## config.mk

```make
export PLATFORM = sky130hd
export DESIGN_NAME = delay_calc
export DESIGN_NICKNAME = d
export VERILOG_FILES = /design/src/rtl/delay_calc.sv
export SDC_FILE = /design/constraint.sdc
export NUM_CORES = 2
export LEC_CHECK = 0
export CAP_MARGIN = 10
export CORE_MARGIN = 2
export CORE_UTILIZATION = 45
export CTS_BUF_LIST = sky130_fd_sc_hd__clkbuf_8
export CTS_CLUSTER_SIZE = 14
export DETAILED_ROUTE_END_ITERATION = 7
export GPL_ROUTABILITY_DRIVEN = 0
export GPL_TIMING_DRIVEN = 0
export PLACE_DENSITY_LB_ADDON = 0.3
export SLEW_MARGIN = 20
export SYNTH_ARGS = -nofsm -noshare
export SYNTH_HDL_FRONTEND = slang
export SYNTH_SLANG_ARGS = --single-unit
```

## constraint.sdc

```tcl
create_clock -name clk -period 7.2 [get_ports clk]
set_clock_uncertainty 0.2 [all_clocks]
set_input_delay 1.44 -clock clk [delete_from_list [all_inputs] [get_ports clk]]
set_output_delay 1.44 -clock clk [all_outputs]
set_load 0.01 [all_outputs]
```

## src/rtl/delay_calc.sv

```systemverilog
// delay_calc: per-channel receive-delay engine.
// On an accepted start it latches the focal point, then for each channel
// reads the element coordinates from the ROM, squares the distance
// components, and takes a bit-serial integer square root. It emits
// focus_z + floor(distance) over a valid/ready stream.
//
// Ports:
//   clk, rst_n          clock, synchronous active-low reset
//   start               frame request (sampled only in IDLE)
//   focus_x, focus_z    focal point, latched on accepted start
//   rom_addr            channel index to the coordinate ROM
//   rom_x, rom_z        element coordinates (combinational ROM read)
//   delay_valid/ready   output stream handshake
//   delay_out           focus_z + floor(sqrt(dx^2 + dz^2)), 18 bits
//   delay_ch            channel the delay belongs to
//   busy                high from the cycle after start through DONE
//   done                one-cycle pulse after the last channel handshake
module delay_calc #(
  parameter int NUM_CHANNELS = 16,
  parameter int ADDR_WIDTH   = $clog2(NUM_CHANNELS)
) (
  input  logic                  clk,
  input  logic                  rst_n,
  input  logic                  start,
  input  logic [15:0]           focus_x,
  input  logic [15:0]           focus_z,
  output logic [ADDR_WIDTH-1:0] rom_addr,
  input  logic [15:0]           rom_x,
  input  logic [15:0]           rom_z,
  output logic                  delay_valid,
  input  logic                  delay_ready,
  output logic [17:0]           delay_out,
  output logic [ADDR_WIDTH-1:0] delay_ch,
  output logic                  busy,
  output logic                  done
);

  typedef enum logic [2:0] {IDLE, FETCH, SQUARE, SQRT, OUT, DONE} state_t;

  localparam logic [ADDR_WIDTH-1:0] LAST_CH   = ADDR_WIDTH'(NUM_CHANNELS - 1);
  localparam logic [4:0]            SQRT_LAST = 5'd16;

  state_t state, state_nxt;

  logic [ADDR_WIDTH-1:0] ch;
  logic [15:0] fx_l, fz_l;
  logic [15:0] dx, dz;
  logic [33:0] rad;
  logic [19:0] rem;
  logic [16:0] root;
  logic [4:0]  sq_cnt;

  logic [32:0] dx_w, dz_w, sq_sum;
  logic [21:0] rem_sh, trial;
  logic        fits;
  logic [16:0] root_nxt;

  assign rom_addr = ch;
  assign delay_ch = ch;

  // Restoring sqrt step: bring down the next two radicand bits and try
  // subtracting 4*root+1; success sets the next root bit.
  always_comb begin
    dx_w     = 33'(dx);
    dz_w     = 33'(dz);
    sq_sum   = dx_w * dx_w + dz_w * dz_w;
    rem_sh   = {rem, rad[33:32]};
    trial    = {3'b000, root, 2'b01};
    fits     = (rem_sh >= trial);
    root_nxt = {root[15:0], fits};
  end

  always_ff @(posedge clk) begin
    if (!rst_n) state <= IDLE;
    else        state <= state_nxt;
  end

  always_comb begin
    state_nxt = state;
    case (state)
      IDLE:    if (start) state_nxt = FETCH;
      FETCH:   state_nxt = SQUARE;
      SQUARE:  state_nxt = SQRT;
      SQRT:    if (sq_cnt == SQRT_LAST) state_nxt = OUT;
      OUT:     if (delay_ready) state_nxt = (ch == LAST_CH) ? DONE : FETCH;
      DONE:    state_nxt = IDLE;
      default: state_nxt = IDLE;
    endcase
  end

  always_comb begin
    delay_valid = (state == OUT);
    done        = (state == DONE);
    busy        = (state != IDLE);
  end

  always_ff @(posedge clk) begin
    if (!rst_n) begin
      ch        <= '0;
      fx_l      <= '0;
      fz_l      <= '0;
      dx        <= '0;
      dz        <= '0;
      rad       <= '0;
      rem       <= '0;
      root      <= '0;
      sq_cnt    <= '0;
      delay_out <= '0;
    end else begin
      case (state)
        IDLE: begin
          if (start) begin
            fx_l <= focus_x;
            fz_l <= focus_z;
            ch   <= '0;
          end
        end
        FETCH: begin
          dx <= (fx_l >= rom_x) ? fx_l - rom_x : rom_x - fx_l;
          dz <= (fz_l >= rom_z) ? fz_l - rom_z : rom_z - fz_l;
        end
        SQUARE: begin
          rad    <= {1'b0, sq_sum};
          rem    <= '0;
          root   <= '0;
          sq_cnt <= '0;
        end
        SQRT: begin
          rad    <= {rad[31:0], 2'b00};
          rem    <= fits ? 20'(rem_sh - trial) : rem_sh[19:0];
          root   <= root_nxt;
          sq_cnt <= sq_cnt + 5'd1;
          // Final root bit is known this cycle, so the result is ready on entry to OUT.
          if (sq_cnt == SQRT_LAST)
            delay_out <= {2'b00, fz_l} + {1'b0, root_nxt};
        end
        OUT: begin
          if (delay_ready && ch != LAST_CH) ch <= ch + ADDR_WIDTH'(1);
        end
        DONE: ch <= '0;
        default: ;
      endcase
    end
  end

endmodule

```

==> impl_metrics.env <==
export IMPL_status="finished with violations"
export IMPL_violations="setup timing"
export IMPL_synth_area_leaders="fa_1 30%, ha_1 14%, dfxtp_1 13%"
export IMPL_drc=0
export IMPL_vias_per_cell=5.29
export IMPL_synth_fp_nets=3772
export IMPL_swShare_pct=44.8
export IMPL_syn_avg_cell_area_um2=8.53
export IMPL_final_hold_viol_count=0
export IMPL_max_freq_mhz=135
export IMPL_synthToLayoutAreaGrowth_pct=18.1
export IMPL_fin_nets=3995
export IMPL_ctsHoldBuffers=0
export IMPL_cts_buffer_depth=2
export IMPL_tightest_slew_ns=0.896
export IMPL_dp_hpwl_um=59100
export IMPL_fillers=5144
export IMPL_grt_use_total_pct=25.7
export IMPL_endpoint_kind="flop"
export IMPL_netlist_area_leader_share_pct=30.2
export IMPL_async_flop_share_pct=0
export IMPL_seqPwrFrac_pct=22.6
export IMPL_p_int_w=0.00257
export IMPL_ys_seq_elements=165
export IMPL_post_drt_wl_per_cell_um=18.9
export IMPL_rrSetupSlack_ns=-0.23
export IMPL_ys_flop_type="dfxtp_1"
export IMPL_synth_cells=3018
export IMPL_gr_total_overflow=0
export IMPL_power_density_mw_per_mm2=153
export IMPL_die_area_mm2=0.0591
export IMPL_initial_core_util_pct=45.6
export IMPL_grt_pass1_wl_um=119000
export IMPL_slew_limit_headroom_pct=39.8
export IMPL_rsz0062_at_grt="true"
export IMPL_p_switching_w=0.00209
export IMPL_irDropWorstVdd_mv=0.134
export IMPL_critPathArrivalTime_ns=7.63
export IMPL_yosysMostFrequentCell="inv_1"
export IMPL_drive_gt1_share_pct=12.3
export IMPL_fin_setup_tns_ns=-1.05
export IMPL_core_area_mm2=0.0565
export IMPL_crit_path_max_incr_delay_ns=0.59
export IMPL_tritoncts="yes"
export IMPL_path_class="reg -> reg"
export IMPL_grt_max_degree=17
export IMPL_cts_sinks=165
export IMPL_placement_io_buffers=95
export IMPL_max_cap_violations=0
export IMPL_rows=87
export IMPL_setup_ws_ns=-0.227
export IMPL_htree_levels=4
export IMPL_hold_path_class="reg -> reg"
export IMPL_die_x_um=243
export IMPL_critPathSlowestCell="fa_1"
export IMPL_maxSlewViolCount=0
export IMPL_combPwrFrac_pct=61.8
export IMPL_synth_cell_types=77
export IMPL_place_ws_ns=-1.84
export IMPL_crit_top_cell="fa_1"
export IMPL_cts_root_buf="clkbuf_8"
export IMPL_via_count=21221
export IMPL_grt_pass1_vias=21253
export IMPL_antenna_found_initial=0
export IMPL_power_w=0.00466
export IMPL_ant_nets=0
export IMPL_fin_crit_ns=7.43
export IMPL_finalCritPeriodShare_pct=103
export IMPL_ys_warn_count=0
export IMPL_crit_chain="buf_12, clkbuf_16, and2_1, fa_1, inv_2, fa_1, inv_1, fa_1, fa_1, fa_1, fa_1, fa_2, fa_1, ha_4, nand2_1, o21ai_2, a21oi_2, o221ai_4, a31oi_4, a211oi_2, nor2_1, o31a_1, a221oi_2"
export IMPL_firstDrtPassIters=6
export IMPL_cts_buffers=17
export IMPL_ff2ff_path_depth=23
export IMPL_clk_pin_slew_ns=0.09
export IMPL_final_setup_viol_count=11
export IMPL_crit_family="adder cells"
export IMPL_p_clk_share_pct=15.6
export IMPL_yosys_area_top_type="fa_1"
export IMPL_wirelength_um=75600
export IMPL_worstSetupStartpointType="flop"
export IMPL_die_h_um=243
export IMPL_insertion_delay_ns=0.49
export IMPL_whs_path_depth=2
export IMPL_synth_edf_count=0
export IMPL_io_pins=97
export IMPL_seq_area_frac_synth_pct=12.8
export IMPL_critical_path_peak_fanout=9
export IMPL_critical_path_required_ns=7.40
export IMPL_dr_first_iter_drc_count=1539
export IMPL_path_depth=23
export IMPL_leakagePower_nw=14.9
export IMPL_synth_area_mm2=0.0257
export IMPL_path_buf_inv=4
export IMPL_synth_commonest_cells="600 x inv_1, 388 x fa_1, 336 x nand2_1"
## cells by family after synthesis
| family | after synthesis | synth area share, % |
|---|---|---|
| simple gates | 805 | 14.6 |
| buf+inv | 727 | 10.8 |
| fa+ha+maj | 686 | 44.7 |
| compound gates | 503 | 12.4 |
| flops | 165 | 12.8 |
| xor+xnor | 94 | 3.20 |
| mux | 38 | 1.52 |
## layer usage
metal | vias up | track usage [%] | share of wire, %
li1 | 10057 | - | -
met4 | 0 | 9.71 | 4.6
met5 | - | 0 | 0
met3 | 172 | 4.88 | 6.9
met1 | 10220 | 34.1 | 43
met2 | 772 | 41.5 | 45
## worst paths after layout
path                              start  endpoint
worst max-delay path              dz[3]   rad[32]
worst min register to register  rad[10]   rad[10]
worst min-delay path            rad[10]   rad[10]
worst max register to register    dz[3]   rad[32]
## worst reg2reg max path, delay by kind of cell, from the launching register on
family,cells,cell delay [ns]
fa+ha+maj,9,4.40
compound gates,7,1.60
buf+inv,4,0.42
flops,1,0.36
simple gates,3,0.34
## power by group through the flow
stage	Clock, W	Combinational (W)	Sequential [W]
6_report	0.000725	0.00288	0.00105
5_1_grt	0.000770	0.00315	0.00106
4_1_cts	0.000731	0.00265	0.00105
3_5_place_dp	0	0.00223	0.00109
3_3_place_gp	0	0.00225	0.00109
2_1_floorplan	0	0.00158	0.00103
## per-stage QoR
step,hold WS (ns),std cells,utilization (%),area [µm²]
2_1_floorplan,0.225,3018,-,25800
3_3_place_gp,0.239,3869,49.0,27700
3_5_place_dp,0.246,3869,49.0,27700
4_1_cts,0.259,3971,52.6,29700
5_1_grt,0.274,4010,53.8,30400
6_report,0.260,4011,53.8,30400
## state kept, by name, indices dropped and copies added, names as in the netlist
signal and cells:
delay_out 18, rem 20, root 17, fz_l 16
dx 16, state 3, dz 16, delay_ch 4
fx_l 16, rad 34, sq_cnt 5
## cell usage in the layout, fill, tap and decap left out, drive strengths merged, types with 10 or more instances in the layout
| cell type | instances |
|---|---|
| a211oi | 33 |
| nor2b | 30 |
| buf | 135 |
| or3 | 10 |
| xor2 | 29 |
| a31oi | 16 |
| and2 | 133 |
| and3 | 10 |
| o21a | 14 |
| nor2 | 144 |
| fa | 388 |
| nand2b | 16 |
| clkbuf | 119 |
| o21ai | 109 |
| xnor2 | 65 |
| a21o | 36 |
| a21oi | 182 |
| nand2 | 336 |
| o21bai | 10 |
| o211ai | 20 |
| clkdlybuf4s50 | 95 |
| nand4 | 14 |
| nand3 | 53 |
| inv | 605 |
| mux2i | 29 |
| ha | 298 |
| nor3 | 34 |
| dfxtp | 165 |
## cell type report
| cell class | count | area, µm² | area share, % |
|---|---|---|---|
| Multi-Input combinational cell | 2126 | 20400 | 67.0 |
| Clock inverter | 14 | 160 | 0.527 |
| Buffer | 125 | 1080 | 3.54 |
| Clock buffer | 18 | 248 | 0.815 |
| Sequential cell | 165 | 3420 | 11.2 |
| Tap cell | 756 | 946 | 3.11 |
| Antenna cell | 1 | 2.50 | 0.00823 |
| Inverter | 600 | 2260 | 7.43 |
| Timing Repair Buffer | 206 | 1940 | 6.38 |
## what timing repair did
action                     CTS  global route
gates cloned                 1             5
buffers inserted            70            39
pin swaps                   85            81
setup endpoints to repair   24            20
gates resized for setup    269           120
Note: power is estimated with default switching activity, not from simulation.
